## config.mk

```make
export PLATFORM = sky130hd
export DESIGN_NAME = trisc_mem
export DESIGN_NICKNAME = d
export VERILOG_FILES = /design/src/rtl/trisc_pkg.sv /design/src/rtl/trisc_ram16x8.sv /design/src/rtl/trisc_mem.sv
export SDC_FILE = /design/constraint.sdc
export NUM_CORES = 1
export LEC_CHECK = 0
export ABC_AREA = 0
export CAP_MARGIN = 25
export CORE_ASPECT_RATIO = 1.5
export CORE_MARGIN = 10
export CORE_UTILIZATION = 49
export DETAILED_ROUTE_END_ITERATION = 7
export PLACE_DENSITY = 0.68
export SLEW_MARGIN = 5
export SYNTH_ARGS = -nofsm -noshare
export SYNTH_HDL_FRONTEND = slang
export SYNTH_SLANG_ARGS = --single-unit
```

## constraint.sdc

```tcl
create_clock -name SysClock -period 3.5 [get_ports SysClock]
set_input_delay 0.7 -clock SysClock [delete_from_list [all_inputs] [get_ports SysClock]]
set_output_delay 0.7 -clock SysClock [all_outputs]
set_load 0.02 [all_outputs]
```

## src/rtl/trisc_pkg.sv

```systemverilog
// trisc_pkg
//   Shared definitions for the TRISC memory responder.
//   - DEF_ADDR_W / DEF_DATA_W : default address and data widths (16 x 8 RAM)
//   - mem_state_e             : access protocol states seen by trisc_mem
package trisc_pkg;

    localparam int DEF_ADDR_W = 4;
    localparam int DEF_DATA_W = 8;

    // Two-cycle access protocol: *1 is the strobe-held cycle, *2 is the
    // one-cycle done state in which the result (RdValid / WrDone) is visible.
    typedef enum logic [2:0] {
        IDLE = 3'd0,
        RD1  = 3'd1,
        RD2  = 3'd2,
        WR1  = 3'd3,
        WR2  = 3'd4
    } mem_state_e;

    // Busy covers the cycles where the access has started but not completed.
    function automatic logic state_is_busy(input mem_state_e st);
        return (st == RD1) || (st == WR1);
    endfunction

endpackage

```

## src/rtl/trisc_ram16x8.sv

```systemverilog
// trisc_ram16x8
//   Plain storage array for the TRISC memory responder. No reset: contents
//   survive Reset so a loaded program is kept.
//   Ports:
//     clk        in   write clock
//     acc_we     in   access-path write enable (store from the datapath)
//     acc_addr   in   access-path write address (MAR)
//     acc_data   in   access-path write data
//     prog_we    in   program-load write enable
//     prog_addr  in   program-load write address
//     prog_data  in   program-load write data
//     raddr      in   read address
//     rdata      out  asynchronous read data at raddr
module trisc_ram16x8
    import trisc_pkg::*;
#(
    parameter int ADDR_W = DEF_ADDR_W,
    parameter int DATA_W = DEF_DATA_W
) (
    input  logic              clk,
    input  logic              acc_we,
    input  logic [ADDR_W-1:0] acc_addr,
    input  logic [DATA_W-1:0] acc_data,
    input  logic              prog_we,
    input  logic [ADDR_W-1:0] prog_addr,
    input  logic [DATA_W-1:0] prog_data,
    input  logic [ADDR_W-1:0] raddr,
    output logic [DATA_W-1:0] rdata
);

    localparam int DEPTH = 1 << ADDR_W;

    logic [DATA_W-1:0] mem [DEPTH];

    // Single write port. The controller only enables prog_we in IDLE and
    // acc_we in WR1, so the two never collide; the access path wins anyway.
    always_ff @(posedge clk) begin
        if (acc_we) begin
            mem[acc_addr] <= acc_data;
        end else if (prog_we) begin
            mem[prog_addr] <= prog_data;
        end
    end

    assign rdata = mem[raddr];

endmodule

```

## src/rtl/trisc_mem.sv

```systemverilog
// trisc_mem
//   Memory responder for the TRISC datapath. Owns the MAR and enforces the
//   two-cycle strobe protocol of the control FSM; the storage lives in
//   trisc_ram16x8.
//   Ports:
//     SysClock  in   system clock, rising edge
//     Reset     in   synchronous active-high reset
//     LdMar     in   load MAR from MarAddr
//     MarAddr   in   MAR source (PC or IR operand)
//     RdEn      in   read strobe, held two cycles
//     WrEn      in   write strobe, held two cycles
//     WrData    in   store data
//     ProgWe    in   program-load write (IDLE only)
//     ProgAddr  in   program-load address
//     ProgData  in   program-load data
//     RdData    out  last completed read word
//     RdValid   out  one-cycle pulse when RdData updates
//     WrDone    out  one-cycle pulse after a write commits
//     Busy      out  high in RD1 / WR1
//     Err       out  sticky protocol error, cleared by Reset only
module trisc_mem
    import trisc_pkg::*;
#(
    parameter int ADDR_W = DEF_ADDR_W,
    parameter int DATA_W = DEF_DATA_W
) (
    input  logic              SysClock,
    input  logic              Reset,
    input  logic              LdMar,
    input  logic [ADDR_W-1:0] MarAddr,
    input  logic              RdEn,
    input  logic              WrEn,
    input  logic [DATA_W-1:0] WrData,
    input  logic              ProgWe,
    input  logic [ADDR_W-1:0] ProgAddr,
    input  logic [DATA_W-1:0] ProgData,
    output logic [DATA_W-1:0] RdData,
    output logic              RdValid,
    output logic              WrDone,
    output logic              Busy,
    output logic              Err
);

    mem_state_e        state;
    logic [ADDR_W-1:0] mar;
    logic              rd_q;
    logic              wr_q;
    logic [DATA_W-1:0] ram_rdata;
    logic              acc_we;
    logic              prog_we;
    logic              strobe_clash;

    // Reset gates both write enables so an access interrupted by Reset
    // never commits.
    assign acc_we  = (state == WR1) && WrEn && !Reset;
    assign prog_we = (state == IDLE) && ProgWe && !Reset;

    // One strobe rising while the other is already high is a protocol
    // violation; the access already under way is left to finish.
    assign strobe_clash = (RdEn && !rd_q && WrEn) || (WrEn && !wr_q && RdEn);

    // Moore output from state only.
    assign Busy = state_is_busy(state);

    trisc_ram16x8 #(
        .ADDR_W (ADDR_W),
        .DATA_W (DATA_W)
    ) u_ram (
        .clk       (SysClock),
        .acc_we    (acc_we),
        .acc_addr  (mar),
        .acc_data  (WrData),
        .prog_we   (prog_we),
        .prog_addr (ProgAddr),
        .prog_data (ProgData),
        .raddr     (mar),
        .rdata     (ram_rdata)
    );

    always_ff @(posedge SysClock) begin
        if (Reset) begin
            state   <= IDLE;
            mar     <= '0;
            RdData  <= '0;
            RdValid <= 1'b0;
            WrDone  <= 1'b0;
            Err     <= 1'b0;
            rd_q    <= 1'b0;
            wr_q    <= 1'b0;
        end else begin
            rd_q    <= RdEn;
            wr_q    <= WrEn;
            RdValid <= 1'b0;
            WrDone  <= 1'b0;

            if (strobe_clash) begin
                Err <= 1'b1;
            end

            // MAR must stay stable while an access is in its first cycle.
            if (LdMar) begin
                if (state_is_busy(state)) begin
                    Err <= 1'b1;
                end else begin
                    mar <= MarAddr;
                end
            end

            // Program loads are only legal while the bus is idle; the write
            // itself is gated by prog_we.
            if (ProgWe && (state != IDLE)) begin
                Err <= 1'b1;
            end

            case (state)
                IDLE: begin
                    if (RdEn && WrEn) begin
                        Err <= 1'b1;
                    end else if (RdEn) begin
                        state <= RD1;
                    end else if (WrEn) begin
                        state <= WR1;
                    end
                end
                RD1: begin
                    if (RdEn) begin
                        RdData  <= ram_rdata;
                        RdValid <= 1'b1;
                        state   <= RD2;
                    end else begin
                        Err   <= 1'b1;
                        state <= IDLE;
                    end
                end
                WR1: begin
                    if (WrEn) begin
                        WrDone <= 1'b1;
                        state  <= WR2;
                    end else begin
                        Err   <= 1'b1;
                        state <= IDLE;
                    end
                end
                RD2, WR2: begin
                    // Done states: a held strobe chains straight into the
                    // next access, giving one word every two cycles.
                    if (RdEn) begin
                        state <= RD1;
                    end else if (WrEn) begin
                        state <= WR1;
                    end else begin
                        state <= IDLE;
                    end
                end
                default: state <= IDLE;
            endcase
        end
    end

endmodule
```

==> results of run 1 <==
[stage by stage]
stage	util [%]	setup WS [ps]	hold slack, ps	std cells
after floorplan	-	1350	518	312
after global placement	55.4	439	460	517
after detailed placement	55.4	350	467	517
after CTS	60.2	763	482	549
after global routing	60.2	614	513	549
final	60.2	781	478	549
[cells by family after synthesis]
| family | after synthesis |
|---|---|
| flip-flops | 148 |
| multiplexers | 63 |
| AND/OR/NAND/NOR | 49 |
| AO/OA/AOI/OAI | 32 |
| buffers and inverters | 20 |
[how the worst max path moves through the flow]
| stage | start | end | slack [ps] | cells after the start |
|---|---|---|---|---|
| floorplan | Reset | u_ram.mem[4][0]$_DFFE_PP_ | 1350 | 5 |
| global placement | Reset | u_ram.mem[11][7]$_DFFE_PP_ | 440 | 5 |
| detailed placement | Reset | u_ram.mem[11][7]$_DFFE_PP_ | 350 | 5 |
| CTS | Reset | u_ram.mem[11][6]$_DFFE_PP_ | 760 | 5 |
| global route | Reset | u_ram.mem[11][2]$_DFFE_PP_ | 610 | 5 |
| finish | Reset | u_ram.mem[11][2]$_DFFE_PP_ | 780 | 5 |
[sequential cells by signal, indices dropped and copies added, names as in the netlist]
register,flops
Err,1
RdData,8
RdValid,1
WrDone,1
mar,4
rd_q,1
state,3
u_ram.mem,128
wr_q,1
[power breakdown]
group	switching [uW]	total [uW]	internal, uW
Clock	695	1730	1040
Sequential	15.4	1970	1960
Combinational	152	285	133
Total	863	3990	3120
[cells in the mapped netlist, drive strengths merged]
library cell	number	area share (%)
buf	11	1.4
nor2b	10	1.1
clkbuf	3	0.19
a211oi	1	0.13
a31oi	1	0.11
o32a	4	0.68
a2111oi	2	0.30
o21ai	11	0.93
edfxtp	128	65
nor2	27	1.7
a221oi	1	0.15
a2bb2oi	8	1.2
clkinv	1	0.064
mux2	8	1.5
nor3	1	0.085
nand3b	2	0.25
nand2	3	0.19
inv	5	0.32
and4bb	1	0.21
a21oi	3	0.25
nand3	2	0.17
a41oi	1	0.15
or3b	1	0.15
dfxtp	20	6.8
nor4	1	0.36
mux2i	23	4.0
nand2b	1	0.11
mux4	32	12
[worst min-delay path, cell delays in order (launching register included)]
cell and delay [ps]:
dfxtp_1 330, a2bb2oi_1 60, o21ai_1 60
[final cells by class]
class / instances / area [um^2] / area share [%]
clock buffer: 21 / 470 / 6.57
clock inverter: 11 / 100 / 1.40
inverter: 6 / 22.5 / 0.315
multi-input combinational: 144 / 1530 / 21.4
sequential: 148 / 4250 / 59.3
tap: 153 / 191 / 2.67
timing repair buffer: 66 / 598 / 8.36
[per-layer routing]
layer | global-route usage, % | up-vias
met3 | 3.99 | 30
li1 | - | 1409
met4 | 7.40 | 0
met1 | 21.0 | 1664
met5 | 0 | -
met2 | 27.9 | 138
==> summary.md, run 1 <==
| Metric | Value |
|---|---|
| Outcome | completed |
| TritonRoute pass-1 iters | 4 |
| Hold/Removal Path Class | reg2reg |
| Drt wl/cell | 24.6 um |
| Share of layout cells above drive strength 1 | 23.2% |
| First-pass GRT wire length | ~21000 um |
| Fin area | around 0.007 mm^2 |
| Initial core utilization | 49.5% |
| Routed WL | 13500 um |
| Final setup violation count | 0 |
| Critical Path Sink Type | flip-flop |
| Hold EP | RdData[2]$_SDFFE_PP0P_ |
| Post-synthesis xor/xnor area fraction | 0% |
| WHS Path Cells | 2 |
| CTS tree | yes |
| Layout Nets | 413 |
| Port bufs | 41 |
| Worst-path maximum fanout | 8 |
| Period Utilization, post-route | 77.7% |
| Most frequent cells in the layout | edfxtp_1 (128), clkdlybuf4s50_1 (41), mux4_2 (32) |
| Root Buffer | clkbuf_16 |
| Initial DRC count | 241 |
| Die span in x | between 100 and 150 um |
| Chip height | 154 um |
| I/O Pins | 42 |
| Tot GR Track Use | 17.1% |
| Final Max Slew Viols | 0 |
| Core area | 0.0119 mm^2 |
| Distinct cells, synth | 34 |
| Htree depth | 4 |
| Avg Inst Size Synth | roughly 19 um^2 |
| Via/cell ratio | 5.90 |
| Net Count, Synth | 342 |
| CTS sink cnt | 148 |
| Actual slew at the worst max-slew pin | 867 ps |
| Dpl hpwl | ~9000 um |
| Synthesis-to-finish area growth | 21.5% |
| CTS clk-pin slew, worst paths | 60 ps |
| Drc violations | 0 |
| Number of global-route vias before repair | 3481 |
| Worst R2R Setup Slack | around 1100 ps |
| Final Hold Vio Count | 0 |
| Worst Path Required | 3540 ps |
| Reg2reg path depth | 4 |
| Overflow after GRT | 0 |
| Post-Synth Simple-Gate Area | 4.36% |
| PwrDens | about 560 mW/mm^2 |
| Kind of cell adding the most delay to the critical path | simple AND/OR/NAND/NOR gates |
| Max-cap violations | 0 |
| CP max stage cell | nor2_1 |
| Via count | approximately 3200 |
| Routed length on met2 | 7000 um |
| Peak VDD IR | 0.000343 V |
| Post-synthesis instance area | 0.00589 mm^2 |
| CP bufs+invs | 1 |
| Critical path cell sequence | clkdlybuf4s50_1 -> nor2b_1 -> nand3_1 -> o32a_1 -> nor2_1 |
| Setup bufs post-CTS | 0 |
| Reg2reg start | state[0]$_SDFFE_PP0P_ |
| Gpl congestion | 0.835 |
| Total Neg Setup Slack | 0 ps |
| Largest family of logic cells by synthesized area | multiplexers |
| Antenna-violating nets left | 0 |
| Clk_lat worst skew | 420 ps |
| DRT met1 WL | approximately 5200 um |
| Arr. time, crit path | 2760 ps |
| CTS resizes | 0 |
| Hold_buf cts | 0 |
| Clock Path Buffers | 2 |
| Met3 routed WL | just under 1000 um |
| Leak pwr | about 0.0024 uW |
| Rows | 49 |
| Fmax | 368 MHz |
| Initial antenna violation count | 0 |
| Synth Area in Adders | 0% |
| Yosys warnings | 0 |
| Register area share after synthesis | 72.1% |
| CTS buffer count | 17 |
| Max incr delay on CP | just under 700 ps |
| Fin Clk Skew | 7.91 ps |
| RSZ-0062 raised after global routing | no |
| N_diodes | 0 |
| Fill count | 859 |
| Power, Total | 3990 uW |
| Register bit total from synthesis | 148 |
| Post-synthesis mux area share | 17.7% |
| DP Area | 0.00659 mm^2 |
| Startpoint Class | primary input |
| Largest net degree at the start of global routing | 37 |
| Reg-to-reg endpoint | u_ram.mem[11][2]$_DFFE_PP_ |
| Post-Synthesis Cells | 312 |
| Max Used Layer | met4 |
| Commonest non-fill, non-tap cell in the layout | edfxtp_1 |
| Hold Startpoint | RdData[2]$_SDFFE_PP0P_ |
| Fin crit period | 2720 ps |
| CP Class | in2reg |
| Max-slew headroom | between 40% and 50% |
| Die ar. | about 0.017 mm^2 |
| Synth Area in Compound Gates | under 10% |
Note: power is estimated with default switching activity, not from simulation.
==> inputs of run 2 (changes only) <==
==> constraint.sdc (replaced) <==
create_clock -name SysClock -period 2.6 [get_ports SysClock]
set_input_delay 0.52 -clock SysClock [delete_from_list [all_inputs] [get_ports SysClock]]
set_output_delay 0.52 -clock SysClock [all_outputs]
set_load 0.02 [all_outputs]
==> run 2 against run 1 <==
  * Core utilization grew 0.96 points
  * Combinational power grew 42%
  * Total power grew 37%
  * Flip-flop and latch count is the same
  * Critical path depth shrank 3
  * Clock power grew 39%
  * Count of clock-buffer cells in the layout is the same
  * Highest routed layer unchanged
  * Largest power group unchanged
  * Final cell count grew 1.6%
  * Non-clock buffer count grew 9
==> summary.md, run 2 (same netlist as run 1, synthesis figures left out) <==
| Metric | Value |
|---|---|
| Most frequent cells in the layout | edfxtp_1 (128), clkdlybuf4s50_1 (41), buf_4 (33) |
| Worst-path maximum fanout | 7 (-1) |
| Port bufs | 41 (unchanged) |
| DP Area | 0.00667 mm^2 (+1.2%) |
| Initial antenna violation count | 0 (unchanged) |
| CTS tree | yes |
| Root Buffer | clkbuf_16 |
| Max incr delay on CP | 630 ps (-50 ps) |
| Critical Path Sink Type | primary output |
| Multi-input logic area | 0.00153 mm^2 (unchanged) |
| WHS Path Cells | 2 (unchanged) |
| Die ar. | 0.0169 mm^2 (unchanged) |
| Leak pwr | 0.00251 uW (+2.8%) |
| Critical path cell sequence | nor2b_2 -> clkdlybuf4s50_1 |
| Worst R2R Setup Slack | 340 ps (-760 ps) |
| Hold/Removal Path Class | reg2reg |
| Reg2reg path depth | 5 (+1) |
| Gpl congestion | 0.800 (-4.3%) |
| Tot GR Track Use | 16.3% (-0.81 points) |
| CTS buffer count | 17 (unchanged) |
| Total Neg Setup Slack | 0 ps (unchanged) |
| Setup bufs post-CTS | 0 (unchanged) |
| Biggest register | u_ram.mem |
| First-pass GRT wire length | 19900 um (-4.5%) |
| Peak VDD IR | 0.000375 V (+9.3%) |
| Commonest non-fill, non-tap cell in the layout | edfxtp_1 |
| CP bufs+invs | 1 (unchanged) |
| CTS sink cnt | 148 (unchanged) |
| Clk_lat worst skew | 410 ps (about the same) |
| Htree depth | 4 (unchanged) |
| Worst Path Required | 2080 ps (-1460 ps) |
| Clock Path Buffers | 2 (unchanged) |
| Hold_ws | 478 ps (+0.649 ps) |
| Kind of cell adding the most delay to the critical path | buffers and inverters |
| Registers with the most flip-flops | u_ram.mem (128), RdData (8), mar (4) |
| Max reg flops | 128 (unchanged) |
| Fin crit period | 2300 ps |
| Fin area | 0.00727 mm^2 (+1.6%) |
| Drt wl/cell | 22.8 um (-7.5%) |
| TritonRoute pass-1 iters | 4 (unchanged) |
| Fmax | 435 MHz |
| Die span in x | 110 um (unchanged) |
| Final core utilization | 61.1% (+0.96 points) |
| CTS clk-pin slew, worst paths | 60 ps (about the same) |
| Final setup violation count | 0 (unchanged) |
| Via/cell ratio | 5.61 (-4.9%) |
| Startpoint Class | flip-flop |
| CP max stage cell | clkdlybuf4s50_1 |
| Outcome | completed |
| PwrDens | 753 mW/mm^2 (+35%) |
| Layout Nets | 422 (+2.2%) |
| Share of layout cells above drive strength 1 | 25.2% (+2.0 points) |
| Core area | 0.0119 mm^2 (unchanged) |
| Final Hold Vio Count | 0 (unchanged) |
| Fill count | 869 (+1.2%) |
| Via count | 3133 (-3.3%) |
| Dpl hpwl | 8630 um (-3.6%) |
| CTS resizes | 0 (unchanged) |
| Overflow after GRT | 0 (unchanged) |
| Fin Clk Skew | 8.62 ps (+0.705 ps) |
| Max-slew headroom | 53.7% (+12 points) |
| Number of global-route vias before repair | 3390 (-2.6%) |
| Chip height | 154 um (unchanged) |
| RSZ-0062 raised after global routing | no |
| Reg-to-reg endpoint | RdData[2]$_SDFFE_PP0P_ |
| Routed WL | 12700 um (-6.0%) |
| Hold_buf cts | 0 (unchanged) |
| Antenna-violating nets left | 0 (unchanged) |
| Final Max Slew Viols | 0 (unchanged) |
| N_diodes | 0 (unchanged) |
| CP Class | reg2out |
| Initial core utilization | 49.5% (unchanged) |
| Synthesis-to-finish area growth | 23.5% |
| Hold EP | RdData[3]$_SDFFE_PP0P_ |
| Arr. time, crit path | 1780 ps (-980 ps) |
| Reg2reg start | mar[1]$_SDFFE_PP0P_ |
| Max-cap violations | 0 (unchanged) |
| Largest net degree at the start of global routing | 38 (+2.7%) |
| Initial DRC count | 194 (-20%) |
| Period Utilization, post-route | roughly nine tenths |
| FF/Latch Area | 0.00425 mm^2 (unchanged) |
| Drc violations | 0 (unchanged) |
| Hold Startpoint | RdData[3]$_SDFFE_PP0P_ |
| Rows | 49 (unchanged) |
| Actual slew at the worst max-slew pin | 695 ps (-172 ps) |
| I/O Pins | 42 (unchanged) |
## run 2: cell count changes in the layout (fill, tap and decap cells not counted), sizes merged
cell | before | now
buf | 25 | 34
clkinv | 4 | 5
clkinvlp | 4 | 2
inv | 8 | 9
## run 2: through the flow
stage	cells	power, uW	setup slack, ps
after CTS	558	5520	288
after floorplan	312	2940	508
after global placement	526	3110	166
after global routing	558	5660	237
after detailed placement	526	3120	119
final	558	5480	299
## run 2: metal layers
layer  track usage, %  wire [um]
met3             3.87        589
met2             27.4       6800
met1             18.4       4850
met5                0          0
met4             8.71        473
## run 2: worst max path at each step
stage | startpoint | endpoint | slack (ps) | cells after the start
2_1_floorplan | state[0]$_SDFFE_PP0P_ | u_ram.mem[15][0]$_DFFE_PP_ | 510 | 4
3_3_place_gp | Reset | u_ram.mem[8][2]$_DFFE_PP_ | 170 | 5
3_5_place_dp | Reset | u_ram.mem[4][2]$_DFFE_PP_ | 120 | 5
4_1_cts | state[0]$_SDFFE_PP0P_ | Busy | 290 | 2
5_1_grt | state[0]$_SDFFE_PP0P_ | Busy | 240 | 2
6_report | state[0]$_SDFFE_PP0P_ | Busy | 300 | 2
## run 2: tightest hold or removal path: stages, from the launching register on
cell	delay, ps
dfxtp_1	330
a2bb2oi_1	60
o21ai_1	60
## run 2: report_power, final
group	switching (uW)	leakage (uW)	total, uW	internal (uW)
Sequential	30.1	0.00132	2660	2630
Combinational	211	0.000899	406	195
Clock	936	0.000291	2410	1470
Total	1180	0.00251	5480	4300
## run 2: layout make-up
type | count | area share (%)
Sequential cell | 148 | 58.4
Inverter | 6 | 0.310
Clock inverter | 11 | 1.53
Tap cell | 153 | 2.63
Timing Repair Buffer | 75 | 9.33
Clock buffer | 21 | 6.78
Multi-Input combinational cell | 144 | 21.0
